File: src/rtl/tinker_mem_pkg.sv
// Shared types, defaults and the address-range helper for the memory port arbiter.
package tinker_mem_pkg;

    localparam int unsigned MEM_BYTES_DEF    = 524288;
    localparam int unsigned STARVE_LIMIT_DEF = 4;

    typedef enum logic [1:0] {
        R_NONE = 2'd0,
        R_IF   = 2'd1,
        R_D    = 2'd2
    } resp_owner_t;

    // Widened to 65 bits so an access that wraps past 2^64 still reads as out of range.
    function automatic logic addr_oor(input logic [63:0] addr,
                                      input logic [3:0]  last_off,
                                      input logic [64:0] mem_bytes);
        logic [64:0] end_addr;
        end_addr = {1'b0, addr} + {61'd0, last_off};
        return (end_addr >= mem_bytes);
    endfunction

endpackage

File: src/rtl/mem_arb_starve_ctr.sv
// Saturating count of data grants taken while a fetch waits; flags when fetch is starved.
module mem_arb_starve_ctr
    import tinker_mem_pkg::*;
#(
    parameter int unsigned STARVE_LIMIT = STARVE_LIMIT_DEF
) (
    input  logic clk,
    input  logic reset,
    input  logic inc_i,
    input  logic clr_i,
    output logic starved_o
);

    localparam int unsigned CW = $clog2(STARVE_LIMIT + 2);

    logic [CW-1:0] cnt_q, cnt_d;

    always_comb begin
        cnt_d = cnt_q;
        if (clr_i) begin
            cnt_d = '0;
        end else if (inc_i && (cnt_q != CW'(STARVE_LIMIT))) begin
            cnt_d = cnt_q + 1'b1;
        end
    end

    always_ff @(posedge clk or posedge reset) begin
        if (reset) begin
            cnt_q <= '0;
        end else begin
            cnt_q <= cnt_d;
        end
    end

    assign starved_o = (cnt_q == CW'(STARVE_LIMIT));

endmodule

File: src/rtl/mem_port_arbiter.sv
// Fetch/data arbiter onto one single-cycle memory port; data wins unless the optional
// fetch anti-starvation guard (MEM_ARB_STARVE_GUARD_EN) forces a fetch grant.
//
// state  | meaning
// R_NONE | no response due this cycle
// R_IF   | fetch response due this cycle
// R_D    | data response due this cycle
module mem_port_arbiter
    import tinker_mem_pkg::*;
#(
    parameter int unsigned STARVE_LIMIT = STARVE_LIMIT_DEF,
    parameter int unsigned MEM_BYTES    = MEM_BYTES_DEF
) (
    input  logic        clk,
    input  logic        reset,
    input  logic        if_req,
    input  logic [63:0] if_addr,
    output logic        if_gnt,
    output logic        if_rvalid,
    output logic [31:0] if_rdata,
    output logic        if_err,
    input  logic        d_req,
    input  logic        d_we,
    input  logic [63:0] d_addr,
    input  logic [63:0] d_wdata,
    output logic        d_gnt,
    output logic        d_rvalid,
    output logic [63:0] d_rdata,
    output logic        d_err,
    output logic        mem_en,
    output logic        mem_we,
    output logic [63:0] mem_addr,
    output logic [63:0] mem_wdata,
    input  logic [63:0] mem_rdata
);

    localparam logic [64:0] MEM_BYTES_W = 65'(MEM_BYTES);

    resp_owner_t state_q, state_d;
    logic        err_q, err_d;
    logic        store_q, store_d;
    logic        starved, if_win, if_oor, d_oor;

    assign if_oor = addr_oor(if_addr, 4'd3, MEM_BYTES_W);
    assign d_oor  = addr_oor(d_addr, 4'd7, MEM_BYTES_W);

`ifdef MEM_ARB_STARVE_GUARD_EN
    mem_arb_starve_ctr #(.STARVE_LIMIT(STARVE_LIMIT)) u_starve_ctr (
        .clk       (clk),
        .reset     (reset),
        .inc_i     (d_gnt & if_req),
        .clr_i     (if_gnt | ~if_req),
        .starved_o (starved)
    );
`else
    logic unused_limit;
    assign unused_limit = ^STARVE_LIMIT;
    assign starved      = 1'b0;
`endif

    // Grants are masked during reset so every output reads 0 while it is held.
    assign if_win = if_req & (~d_req | starved);
    assign if_gnt = ~reset & if_win;
    assign d_gnt  = ~reset & d_req & ~if_win;

    always_comb begin
        state_d   = R_NONE;
        err_d     = 1'b0;
        store_d   = 1'b0;
        mem_en    = 1'b0;
        mem_we    = 1'b0;
        mem_addr  = '0;
        mem_wdata = '0;
        if (if_gnt) begin
            state_d = R_IF;
            err_d   = if_oor;
            if (!if_oor) begin
                mem_en   = 1'b1;
                mem_addr = if_addr;
            end
        end else if (d_gnt) begin
            state_d = R_D;
            err_d   = d_oor;
            store_d = d_we;
            if (!d_oor) begin
                mem_en    = 1'b1;
                mem_we    = d_we;
                mem_addr  = d_addr;
                mem_wdata = d_we ? d_wdata : 64'd0;
            end
        end
    end

    always_ff @(posedge clk or posedge reset) begin
        if (reset) begin
            state_q <= R_NONE;
            err_q   <= 1'b0;
            store_q <= 1'b0;
        end else begin
            state_q <= state_d;
            err_q   <= err_d;
            store_q <= store_d;
        end
    end

    assign if_rvalid = (state_q == R_IF);
    assign d_rvalid  = (state_q == R_D);
    assign if_err    = if_rvalid & err_q;
    assign d_err     = d_rvalid & err_q;
    assign if_rdata  = (if_rvalid & ~err_q) ? mem_rdata[31:0] : 32'd0;
    assign d_rdata   = (d_rvalid & ~err_q & ~store_q) ? mem_rdata : 64'd0;

endmodule

File: config.mk
export PLATFORM = sky130hd
export DESIGN_NAME = mem_port_arbiter
export DESIGN_NICKNAME = d
export VERILOG_FILES = /design/src/rtl/tinker_mem_pkg.sv /design/src/rtl/mem_arb_starve_ctr.sv /design/src/rtl/mem_port_arbiter.sv
export SDC_FILE = /design/constraint.sdc
export NUM_CORES = 1
export LEC_CHECK = 0
export ABC_AREA = 0
export ABC_CLOCK_PERIOD_IN_PS = 5900
export BUFFER_PORTS_ARGS = -buffer_cell sky130_fd_sc_hd__buf_2
export CAP_MARGIN = 20
export CORE_AREA = 2 2 193 195
export DETAILED_ROUTE_END_ITERATION = 7
export DIE_AREA = 0 0 195 197
export GPL_TIMING_DRIVEN = 0
export MAX_ROUTING_LAYER = met4
export PLACE_DENSITY = 0.44
export REMOVE_ABC_BUFFERS = 1
export SLEW_MARGIN = 20
export SYNTH_ARGS = -nofsm -noshare
export SYNTH_HDL_FRONTEND = slang
export SYNTH_HIERARCHICAL = 1
export SYNTH_SLANG_ARGS = --single-unit
File: constraint.sdc
create_clock -name clk -period 5.9 [get_ports clk]
set_clock_uncertainty 0.2 [all_clocks]
set_input_delay 0.295 -clock clk [delete_from_list [all_inputs] [get_ports clk]]
set_output_delay 0.295 -clock clk [all_outputs]
set_load 0.1 [all_outputs]
==> qor.csv <==
metric,value,unit
Leakage Power,3.67,nW
RSZ-0062 raised after global routing,false,
Setup CP Type,input port to output port,
CTS H-tree depth,1,
# DRC,0,
HP Class,input port to flip-flop,
clk root buf,clkbuf_16,
ANT nets after route,0,
drt total wl,28100,µm
crit start category,input port,
FILL cells,4247,
maximum vdd drop,0.0520,mV
TritonCTS buffer count,3,
share of cells above drive strength 1,41.2,%
DIE HEIGHT,197,µm
DR WL/cell,17.3,µm
number of I/O port buffers,447,
Worst Hold End,state_q[0]$_DFF_PP0_,
outcome,"complete, no violations",
final setup vio count,0,
Max-Cap Viols,0,
Hold WS,0.149,ns
Power Total,0.669,mW
row cnt,70,
post-CTS setup buffers,0,
post-place setup slack,0.169,ns
"Hold Vio Cnt, Final",0,
Critical Path Fanout Max,25,
global route overflow,0,
Layout Nets,1415,
global-route wire length before repair,40000,µm
hpwl dp,25000,µm
Netlist Area Pre-Place,4550,µm²
"EDFF count, synth",0,
hold path depth,2,
"Cell Chain, Critical Path","buf_2, nand3_1, or4_4, or4_4, nor3_1, xor2_1, a2111oi_1, nand4_1, nor4b_4, buf_6, buf_4, buf_6, and2_1, buf_2",
Achievable Freq,180,MHz
CP Data Arrival Time,5.05,ns
Placer Congestion,0.936,
GR Util All Layers,13.7,%
cell count after synthesis,727,
final core occ,20.0,%
"flops & latches, synth",4,
Worst EP required,5.41,ns
Ports,493,
crit path max-delay cell type,or4_4,
initial antenna violation count,7,
vias in the first global route,6416,
Final Cycle Share,94.0,%
async set or reset register ratio after synthesis,100,%
DR vias/cell,4.42,
Worst Hold Launch,d_req,
vias post-DR,7176,
relative slew slack,35.3,%
Worst Max-Slew Pin Slew,0.963,ns
drt pass-1 iters,5,
Worst Setup End Kind,output port,
full die area,38400,µm²
Netlist cell types,61,
area grow syn2layout,59.5,%
final worst slack,0.357,ns
Synth Warn #,6,
Core Footprint,36300,µm²
Synth Area per Inst,6.26,µm²
Cell Pwr Density,92.2,nW/µm²
CTS tree,done,
Worst-path clk slew,0.03,ns
Die Wd,195,µm
Max Buffers Root-to-Sink,2,
sequential-to-total area share from yosys stat,2.20,%
Crit path largest cell delay,0.70,ns
top_reg_cell synth,dfrtp_1,
min Tclk post-route,5.54,ns
Initial Util,12.6,%
largest net degree at the start of global routing,26,
drt initial violations,544,
clock sink total,4,
Final Slew Violations,0,
==> per-layer routing <==
layer  wire [µm]  track usage [%]  part of all wire (%)  vias up
met5           0                -                     0        -
met4         120             1.10                  0.43        0
met3        1780             1.03                   6.3       18
met2       13700             22.7                    49      361
met1       12600             18.9                    45     3361
li1            -                -                     -     3436
==> Yosys cell counts, drive strengths merged (3+ instances only) <==
| library cell | instances | area [µm²] |
|---|---|---|
| nor3b | 8 | 60.1 |
| or2 | 4 | 25.0 |
| a311oi | 3 | 26.3 |
| nand2b | 5 | 31.3 |
| or4 | 8 | 67.6 |
| nand3b | 3 | 22.5 |
| clkbuf | 25 | 93.8 |
| a211o | 3 | 26.3 |
| nand2 | 50 | 188 |
| o41ai | 3 | 26.3 |
| and2 | 169 | 1060 |
| xnor2 | 16 | 140 |
| nand4 | 52 | 325 |
| mux2i | 8 | 80.1 |
| o21ai | 17 | 85.1 |
| nor4 | 28 | 181 |
| buf | 55 | 400 |
| a31oi | 5 | 31.3 |
| a22o | 20 | 175 |
| dfrtp | 4 | 100 |
| nor4b | 6 | 58.8 |
| nor2 | 47 | 179 |
| inv | 13 | 48.8 |
| a41oi | 4 | 35.0 |
| xor2 | 12 | 105 |
| or3 | 4 | 25.0 |
| and4 | 8 | 70.1 |
| nor3 | 31 | 155 |
| nor2b | 4 | 25.0 |
| nand3 | 39 | 195 |
| a21oi | 16 | 80.1 |
| and3 | 21 | 131 |
| o31ai | 4 | 30.0 |
==> stage by stage <==
step	cells	area, µm²	TNS [ns]
global route	1622	7250	0
CTS	1620	7250	0
floorplan	691	4220	-86.98
global placement	1606	7050	-160.87
finish	1625	7260	0
detailed placement	1616	7160	0
==> repair_timing <==
action                                  in CTS  in global routing
resized for setup                            0                  1
hold buffers                                 1                  0
endpoints found under the setup margin       0                  4
hold endpoints to repair                     4                  0
==> logic make-up (layout without fill, tap and decap cells) <==
family / Yosys count / count (layout) / synth area share [%]
and+or+nand+nor: 488 / 488 / 61.7
muxes: 10 / 10 / 2.25
AOI/OAI and AO/OA: 103 / 103 / 16.5
DFF: 4 / 4 / 2.20
buffers and inverters: 93 / 474 / 11.9
xor gates and xnor gates: 28 / 28 / 5.39
other: 1 / 50 / 0.0824
==> final cells by class <==
| class | instances | area (µm²) | area share [%] |
|---|---|---|---|
| Clock buffer | 3 | 75.1 | 1.03 |
| Multi-Input combinational cell | 674 | 4100 | 56.5 |
| Timing Repair Buffer | 458 | 2330 | 32.2 |
| Tap cell | 468 | 586 | 8.06 |
| Antenna cell | 5 | 12.5 | 0.172 |
| Sequential cell | 4 | 100 | 1.38 |
| Inverter | 13 | 48.8 | 0.672 |
==> registers in the layout (all words and copies together), names as in the netlist <==
name,count
err_q,1
store_q,1
state_q,2
==> worst max-delay path, delay by kind of cell <==
family                 cells  cell delay [ns]
AO/OA/AOI/OAI              1             0.57
AND/OR/NAND/NOR            7             2.73
buffers and inverters      5             1.27
XOR/XNOR                   1             0.15
==> cell usage in the layout (no fill, tap or decap), types with 3 or more instances in the layout <==
master     instances
buf_2            448
and2_1           168
nand4_1           52
nand2_1           50
nor2_1            46
conb_1            45
nand3_1           39
nor3_1            30
nor4_1            26
and3_1            21
a22o_1            20
o21ai_0           16
a21oi_1           16
xnor2_1           16
inv_1             13
xor2_1            12
and4_1             8
mux2i_1            8
nor3b_1            7
or4_1              6
diode_2            5
nor4b_1            5
a31oi_1            5
nand2b_1           5
buf_4              5
a41oi_1            4
o31ai_1            4
or3_1              4
or2_2              4
dfrtp_1            4
buf_6              4
nor2b_1            3
o41ai_1            3
a311oi_1           3
a211o_1            3
nand3b_1           3
clkbuf_16          3
==> worst max path at each step <==
stage / from / to / slack, ns / cells past startpoint
after floorplan: d_addr[11] / mem_wdata[0] / -1.35 / 9
after global placement: d_addr[10] / mem_wdata[61] / -2.21 / 11
after detailed placement: d_addr[10] / mem_wdata[36] / 0.17 / 14
after CTS: d_addr[10] / mem_wdata[36] / 0.16 / 14
after global routing: d_addr[10] / mem_wdata[13] / 0.05 / 14
final: d_addr[10] / mem_wdata[36] / 0.36 / 14
==> where the power goes <==
group	leakage [nW]	switching, mW	internal (mW)	total, mW
Sequential	0.0522	0.00133	0.0290	0.0304
Clock	0.0370	0.0187	0.0865	0.105
Combinational	3.58	0.414	0.119	0.534
Total	3.67	0.434	0.235	0.669
Note: power is estimated with default switching activity, not from simulation.
